==> config.mk <==
export PLATFORM = sky130hd
export DESIGN_NAME = hx8357_fill_sched
export DESIGN_NICKNAME = d
export VERILOG_FILES = /design/src/rtl/hx8357_fill_sched.sv
export SDC_FILE = /design/constraint.sdc
export NUM_CORES = 1
export LEC_CHECK = 0
export ABC_AREA = 1
export BUFFER_PORTS_ARGS = -buffer_cell sky130_fd_sc_hd__buf_2
export CORE_MARGIN = 2
export CORE_UTILIZATION = 58
export CTS_BUF_LIST = sky130_fd_sc_hd__clkbuf_2 sky130_fd_sc_hd__clkbuf_4 sky130_fd_sc_hd__clkbuf_8
export DETAILED_ROUTE_END_ITERATION = 6
export GPL_TIMING_DRIVEN = 0
export PLACE_DENSITY = 0.88
export SLEW_MARGIN = 20
export SYNTH_ARGS = -nofsm -noshare
export SYNTH_HDL_FRONTEND = slang
export SYNTH_SLANG_ARGS = --single-unit
==> constraint.sdc <==
create_clock -name clk -period 7.7 [get_ports clk]
set_input_delay 0.385 -clock clk [delete_from_list [all_inputs] [get_ports clk]]
set_output_delay 0.385 -clock clk [all_outputs]
set_load 0.01 [all_outputs]
==> src/rtl/hx8357_fill_sched.sv <==
// hx8357_fill_sched: sequences a rectangular solid-colour fill on the HX8357
// panel through the display bus controller's word interface. For each fill it
// issues CASET and PASET, each with four parameter bytes, then RAMWR, and then
// streams NPIX identical pixel words, one word per transmission_cmpl handshake.
//
// Optional feature: define HX8357_FILL_TIMEOUT_EN to enable a WAIT watchdog.
// When no transmission_cmpl arrives for TIMEOUT cycles, the fill aborts with
// done and err. Without the macro, WAIT lasts until the controller answers.
module hx8357_fill_sched #(
    parameter int unsigned WIDTH     = 320,
    parameter int unsigned HEIGHT    = 480,
    parameter logic [7:0]  CMD_CASET = 8'h2A,
    parameter logic [7:0]  CMD_PASET = 8'h2B,
    parameter logic [7:0]  CMD_RAMWR = 8'h2C,
    parameter int unsigned TIMEOUT   = 1024
) (
    input  logic        clk,
    input  logic        res,
    input  logic        start,
    input  logic [8:0]  x0,
    input  logic [8:0]  x1,
    input  logic [8:0]  y0,
    input  logic [8:0]  y1,
    input  logic [15:0] color,
    output logic        busy,
    output logic        done,
    output logic        err,
    output logic        cmd,
    output logic        data,
    output logic [15:0] data_lines,
    input  logic        transmission_cmpl
);

    typedef enum logic [1:0] {
        ST_IDLE  = 2'd0,
        ST_CHECK = 2'd1,
        ST_ISSUE = 2'd2,
        ST_WAIT  = 2'd3
    } state_t;

    // Index 0..10 walks the 11-word header; IDX_PIX marks the pixel phase.
    localparam logic [3:0] HDR_LAST = 4'd10;
    localparam logic [3:0] IDX_PIX  = 4'd11;
    localparam logic [8:0] X_MAX    = 9'(WIDTH - 1);
    localparam logic [8:0] Y_MAX    = 9'(HEIGHT - 1);

    // Header word at position idx as {is_cmd, word}.
    // Coordinates are zero-extended to 16 bits and sent high byte first.
    function automatic logic [16:0] header_word(
        input logic [3:0] idx,
        input logic [8:0] xa,
        input logic [8:0] xb,
        input logic [8:0] ya,
        input logic [8:0] yb
    );
        logic [15:0] xa_w;
        logic [15:0] xb_w;
        logic [15:0] ya_w;
        logic [15:0] yb_w;
        xa_w = {7'd0, xa};
        xb_w = {7'd0, xb};
        ya_w = {7'd0, ya};
        yb_w = {7'd0, yb};
        case (idx)
            4'd0:    header_word = {1'b1, 8'h00, CMD_CASET};
            4'd1:    header_word = {1'b0, 8'h00, xa_w[15:8]};
            4'd2:    header_word = {1'b0, 8'h00, xa_w[7:0]};
            4'd3:    header_word = {1'b0, 8'h00, xb_w[15:8]};
            4'd4:    header_word = {1'b0, 8'h00, xb_w[7:0]};
            4'd5:    header_word = {1'b1, 8'h00, CMD_PASET};
            4'd6:    header_word = {1'b0, 8'h00, ya_w[15:8]};
            4'd7:    header_word = {1'b0, 8'h00, ya_w[7:0]};
            4'd8:    header_word = {1'b0, 8'h00, yb_w[15:8]};
            4'd9:    header_word = {1'b0, 8'h00, yb_w[7:0]};
            4'd10:   header_word = {1'b1, 8'h00, CMD_RAMWR};
            default: header_word = {1'b0, 16'h0000};
        endcase
    endfunction

    state_t      state_q, state_d;
    logic        busy_q, busy_d;
    logic        done_q, done_d;
    logic        err_q, err_d;
    logic        cmd_q, cmd_d;
    logic        data_q, data_d;
    logic [15:0] lines_q, lines_d;
    logic [8:0]  x0_q, x0_d;
    logic [8:0]  x1_q, x1_d;
    logic [8:0]  y0_q, y0_d;
    logic [8:0]  y1_q, y1_d;
    logic [15:0] color_q, color_d;
    logic [3:0]  idx_q, idx_d;
    logic [17:0] npix_q, npix_d;
    logic [17:0] pix_q, pix_d;
`ifdef HX8357_FILL_TIMEOUT_EN
    localparam logic [15:0] TMO_LAST = 16'(TIMEOUT - 1);
    logic [15:0] tmo_q, tmo_d;
`else
    // Without the watchdog TIMEOUT has no effect; any value is accepted.
    if (TIMEOUT == 32'd0) begin : g_timeout_unused
    end
`endif

    logic        bad_rect_s;
    logic [8:0]  width_s;
    logic [8:0]  height_s;
    logic [17:0] npix_s;
    logic [16:0] hdr_next_s;

    // Rectangle validation, pixel count and the next header word.
    always_comb begin
        bad_rect_s = (x0_q > x1_q) || (y0_q > y1_q) || (x1_q > X_MAX) || (y1_q > Y_MAX);
        width_s    = x1_q - x0_q + 9'd1;
        height_s   = y1_q - y0_q + 9'd1;
        npix_s     = {9'd0, width_s} * {9'd0, height_s};
        hdr_next_s = header_word(idx_q + 4'd1, x0_q, x1_q, y0_q, y1_q);
    end

    // Next-state and next-output logic for the fill sequencer.
    always_comb begin
        state_d = state_q;
        busy_d  = busy_q;
        done_d  = 1'b0;
        err_d   = err_q;
        cmd_d   = 1'b0;
        data_d  = 1'b0;
        lines_d = lines_q;
        x0_d    = x0_q;
        x1_d    = x1_q;
        y0_d    = y0_q;
        y1_d    = y1_q;
        color_d = color_q;
        idx_d   = idx_q;
        npix_d  = npix_q;
        pix_d   = pix_q;
`ifdef HX8357_FILL_TIMEOUT_EN
        tmo_d   = tmo_q;
`endif
        case (state_q)
            ST_IDLE: begin
                if (start) begin
                    x0_d    = x0;
                    x1_d    = x1;
                    y0_d    = y0;
                    y1_d    = y1;
                    color_d = color;
                    err_d   = 1'b0;
                    busy_d  = 1'b1;
                    state_d = ST_CHECK;
                end else begin
                    state_d = ST_IDLE;
                end
            end
            ST_CHECK: begin
                if (bad_rect_s) begin
                    done_d  = 1'b1;
                    err_d   = 1'b1;
                    busy_d  = 1'b0;
                    state_d = ST_IDLE;
                end else begin
                    npix_d  = npix_s;
                    idx_d   = 4'd0;
                    cmd_d   = 1'b1;
                    lines_d = {8'h00, CMD_CASET};
                    state_d = ST_ISSUE;
                end
            end
            ST_ISSUE: begin
                // The strobe was registered on entry; drop it and wait for the ack.
                state_d = ST_WAIT;
`ifdef HX8357_FILL_TIMEOUT_EN
                tmo_d   = 16'd0;
`endif
            end
            ST_WAIT: begin
                if (transmission_cmpl) begin
`ifdef HX8357_FILL_TIMEOUT_EN
                    tmo_d = 16'd0;
`endif
                    if (idx_q < HDR_LAST) begin
                        idx_d   = idx_q + 4'd1;
                        cmd_d   = hdr_next_s[16];
                        data_d  = ~hdr_next_s[16];
                        lines_d = hdr_next_s[15:0];
                        state_d = ST_ISSUE;
                    end else if (idx_q == HDR_LAST) begin
                        // RAMWR accepted: load the pixel counter and send the first pixel.
                        idx_d   = IDX_PIX;
                        pix_d   = npix_q;
                        data_d  = 1'b1;
                        lines_d = color_q;
                        state_d = ST_ISSUE;
                    end else if (pix_q <= 18'd1) begin
                        // Last pixel accepted; saturate at zero rather than wrap.
                        pix_d   = 18'd0;
                        idx_d   = 4'd0;
                        done_d  = 1'b1;
                        busy_d  = 1'b0;
                        lines_d = 16'h0000;
                        state_d = ST_IDLE;
                    end else begin
                        pix_d   = pix_q - 18'd1;
                        data_d  = 1'b1;
                        lines_d = color_q;
                        state_d = ST_ISSUE;
                    end
                end
`ifdef HX8357_FILL_TIMEOUT_EN
                else if (tmo_q == TMO_LAST) begin
                    // Controller stopped answering: abandon the remaining words.
                    tmo_d   = 16'd0;
                    pix_d   = 18'd0;
                    idx_d   = 4'd0;
                    done_d  = 1'b1;
                    err_d   = 1'b1;
                    busy_d  = 1'b0;
                    lines_d = 16'h0000;
                    state_d = ST_IDLE;
                end else begin
                    tmo_d = tmo_q + 16'd1;
                end
`else
                else begin
                    state_d = ST_WAIT;
                end
`endif
            end
            default: begin
                state_d = ST_IDLE;
                busy_d  = 1'b0;
                lines_d = 16'h0000;
            end
        endcase
    end

    // State and output registers with synchronous reset.
    always_ff @(posedge clk) begin
        if (res) begin
            state_q <= ST_IDLE;
            busy_q  <= 1'b0;
            done_q  <= 1'b0;
            err_q   <= 1'b0;
            cmd_q   <= 1'b0;
            data_q  <= 1'b0;
            lines_q <= 16'h0000;
            x0_q    <= 9'd0;
            x1_q    <= 9'd0;
            y0_q    <= 9'd0;
            y1_q    <= 9'd0;
            color_q <= 16'h0000;
            idx_q   <= 4'd0;
            npix_q  <= 18'd0;
            pix_q   <= 18'd0;
`ifdef HX8357_FILL_TIMEOUT_EN
            tmo_q   <= 16'd0;
`endif
        end else begin
            state_q <= state_d;
            busy_q  <= busy_d;
            done_q  <= done_d;
            err_q   <= err_d;
            cmd_q   <= cmd_d;
            data_q  <= data_d;
            lines_q <= lines_d;
            x0_q    <= x0_d;
            x1_q    <= x1_d;
            y0_q    <= y0_d;
            y1_q    <= y1_d;
            color_q <= color_d;
            idx_q   <= idx_d;
            npix_q  <= npix_d;
            pix_q   <= pix_d;
`ifdef HX8357_FILL_TIMEOUT_EN
            tmo_q   <= tmo_d;
`endif
        end
    end

    assign busy       = busy_q;
    assign done       = done_q;
    assign err        = err_q;
    assign cmd        = cmd_q;
    assign data       = data_q;
    assign data_lines = lines_q;

endmodule
==> impl_results.md <==
* Post-route cell area at 10300 sq um
* Final setup violation count at 0
* Setup crit end kind: flip-flop
* Cts hold-fix bufs at 0
* FP Rows at 46
* Worst hold path type: in -> reg
* Hold depth at 3
* Footprint of the multi-input gates at 6030 sq um
* Layout filler cell count at 1303
* Mapped Avg Cell Area at 7.24 sq um
* CTS tree: done
* Total Nets Final at 1570
* Synth top area cells: dfxtp_1, ha_1, fa_1
* Vias in the first global route at 8354
* Seq cells post-synth at 115
* R2R Setup Slk at 1.57 ns
* WP data arrival at 6.51 ns
* RSZ-0062 raised after global routing: false
* Initial Util at 58.8%
* Clock slew at reported path FFs at 0.08 ns
* Pre-antenna DRT Iters at 5
* Gate Count Post-Synth at 1277
* 1st-iter DRT viols at 837
* Worst setup SP type: flip-flop
* Top FF cell, synth: dfxtp_1
* Reg2reg end: npix_q[16]
* Vias per inst at 5.53
* Remaining Overflow, GRT at 0
* Hold path start: color[4]
* Final TNS setup at 0 ns
* Syn. warnings at 0
* Reg2reg path depth at 21
* GPL Wtd Cong at 0.947
* Largest area contributor in the netlist: dfxtp_1
* FF-to-FF Start: x1_q[1]
* Total of max-cap violations at 0
* Async S/R FF share, synth at 0%
* CTS sink cnt at 115
* Number of buffers created by CTS at 17
* Clk_skew at 0.0136 ns
* First-pass GRT wire length at 40000 um
* Status: finished, final reports clean
* Relative slew slack at 45.7%
* Die footprint at 17000 sq um
* # IOs at 77
* Final wirelength at 24700 um
* GRT Total Usage at 30.2%
* WP data required at 8.08 ns
* Later-pin clock latency in the skew report at 0.46 ns
* Fmax at 163 MHz
* Most common cell after layout, fill and taps aside: nand2_1
* EDFF count, synth at 0
* Worst-Margin Slew at 0.812 ns
* CTS Buffer Depth at 2
* Synthesis-to-layout area growth at 11.6%
* Clock H-tree levels at 4
* Syn_nets at 1476
* Post-synthesis cell type count at 50
* Commonest non-fill, non-tap cells in the layout: nand2_1, inv_1, nor2_1
* Synthesized cell area at 9250 sq um
* Antenna cell count at 0
* Die Wd at 130 um
* Seq/Total Area, Yosys at 24.9%
* Area of the core region at 15700 sq um
* Post-CTS Setup Bufs at 0
* Worst Hold End: color_q[4]
* Slew Limit Fails at 0
* Vias at 8847
* Drt drc at 0
* HPWL Detailed at 19200 um
* Crit Path Class: reg -> reg
* Initial antenna violation count at 0
* Wire per inst at 15.4 um
* Post-DP Area at 9890 sq um
* Share of cells above drive strength 1 at 12.4%
* Largest net degree at the start of global routing at 17
* Fin. Hold Viols at 0
* CP Max Fanout at 8
* Remaining antenna violation count at 0
* Chip height at 130 um
* Root Driver: clkbuf_8
* IO Port Bufs at 75
* Tcrit/Tclk final at 79.6%
* Post-synth top area share at 24.9%
* Post_cts resized at 0
* Register Area at 2300 sq um
* Fin crit period at 6.13 ns
## area by class of cell
class,instances,share of cell area [%]
Clock inverter,13,1.66
Buffer,42,2.03
Sequential cell,115,22.3
Tap cell,216,2.62
Inverter,188,6.84
Clock buffer,19,2.47
Timing Repair Buffer,75,3.64
Multi-Input combinational cell,932,58.4
## worst max-delay path, stage by stage, from the launching register on
cell and delay [ns]:
dfxtp_1 0.33, inv_1 0.08, ha_1 0.31, inv_1 0.05, ha_1 0.22, fa_1 0.42
xor2_1 0.68, inv_1 0.18, or2_2 0.36, fa_1 0.52, fa_1 0.52, fa_1 0.52
fa_1 0.55, inv_1 0.05, ha_1 0.36, a21oi_1 0.24, o21ai_0 0.13, nand2_1 0.08
o2111ai_1 0.16, nor2_1 0.12, nor2_1 0.05, a21oi_1 0.14
## stage by stage
step	setup WS [ns]	utilization (%)	hold slack, ns	instances
floorplan	2.18	-	0.425	1277
global placement	1.71	62.9	0.444	1568
detailed placement	1.61	62.9	0.449	1568
CTS	1.60	65.7	0.129	1600
global route	1.00	65.7	0.131	1600
finish	1.57	65.7	0.144	1600
## how the worst max path moves through the flow
stage	startpoint	slack, ns	to
finish	x1_q[1]	1.57	npix_q[16]
global route	y0_q[2]	1.00	npix_q[13]
CTS	y0_q[2]	1.60	npix_q[13]
detailed placement	y0_q[2]	1.61	npix_q[12]
global placement	y0_q[2]	1.71	npix_q[13]
floorplan	y0_q[2]	2.18	npix_q[12]
## registers in the layout (all words and copies together) (netlist names)
name	cells
err	1
npix_q	18
color_q	16
y0_q	9
done	1
y1_q	9
x1_q	9
state_q	2
data	1
busy	1
pix_q	18
x0_q	9
cmd	1
data_lines	16
idx_q	4
## kinds of logic after synthesis
logic type	synth area share, %
simple gates	24.0
buf+inv	9.89
flops	24.9
compound gates	14.7
xor+xnor	2.92
fa+ha+maj	23.6
## synth_stat cells (8+ instances only)
| master | n |
|---|---|
| a21oi_1 | 121 |
| clkbuf_1 | 29 |
| dfxtp_1 | 115 |
| fa_1 | 52 |
| ha_1 | 91 |
| inv_1 | 181 |
| nand2_1 | 221 |
| nand2_2 | 9 |
| nand3_1 | 61 |
| nand3b_1 | 8 |
| nand4_1 | 12 |
| nor2_1 | 162 |
| o211ai_1 | 8 |
| o21ai_0 | 96 |
| o21ai_1 | 9 |
| or2_2 | 12 |
| xor2_1 | 17 |
## per-layer routing
layer | vias up | track usage [%] | routed length, um
met1 | 4117 | 38.6 | 10300
met5 | - | 0 | 0
met4 | 0 | 13.6 | 878
li1 | 4298 | - | -
met3 | 65 | 5.13 | 1660
met2 | 367 | 50.4 | 11800
Power is not shown: default switching activity piles up to over one toggle a cycle in this logic, so the estimate is an artifact.
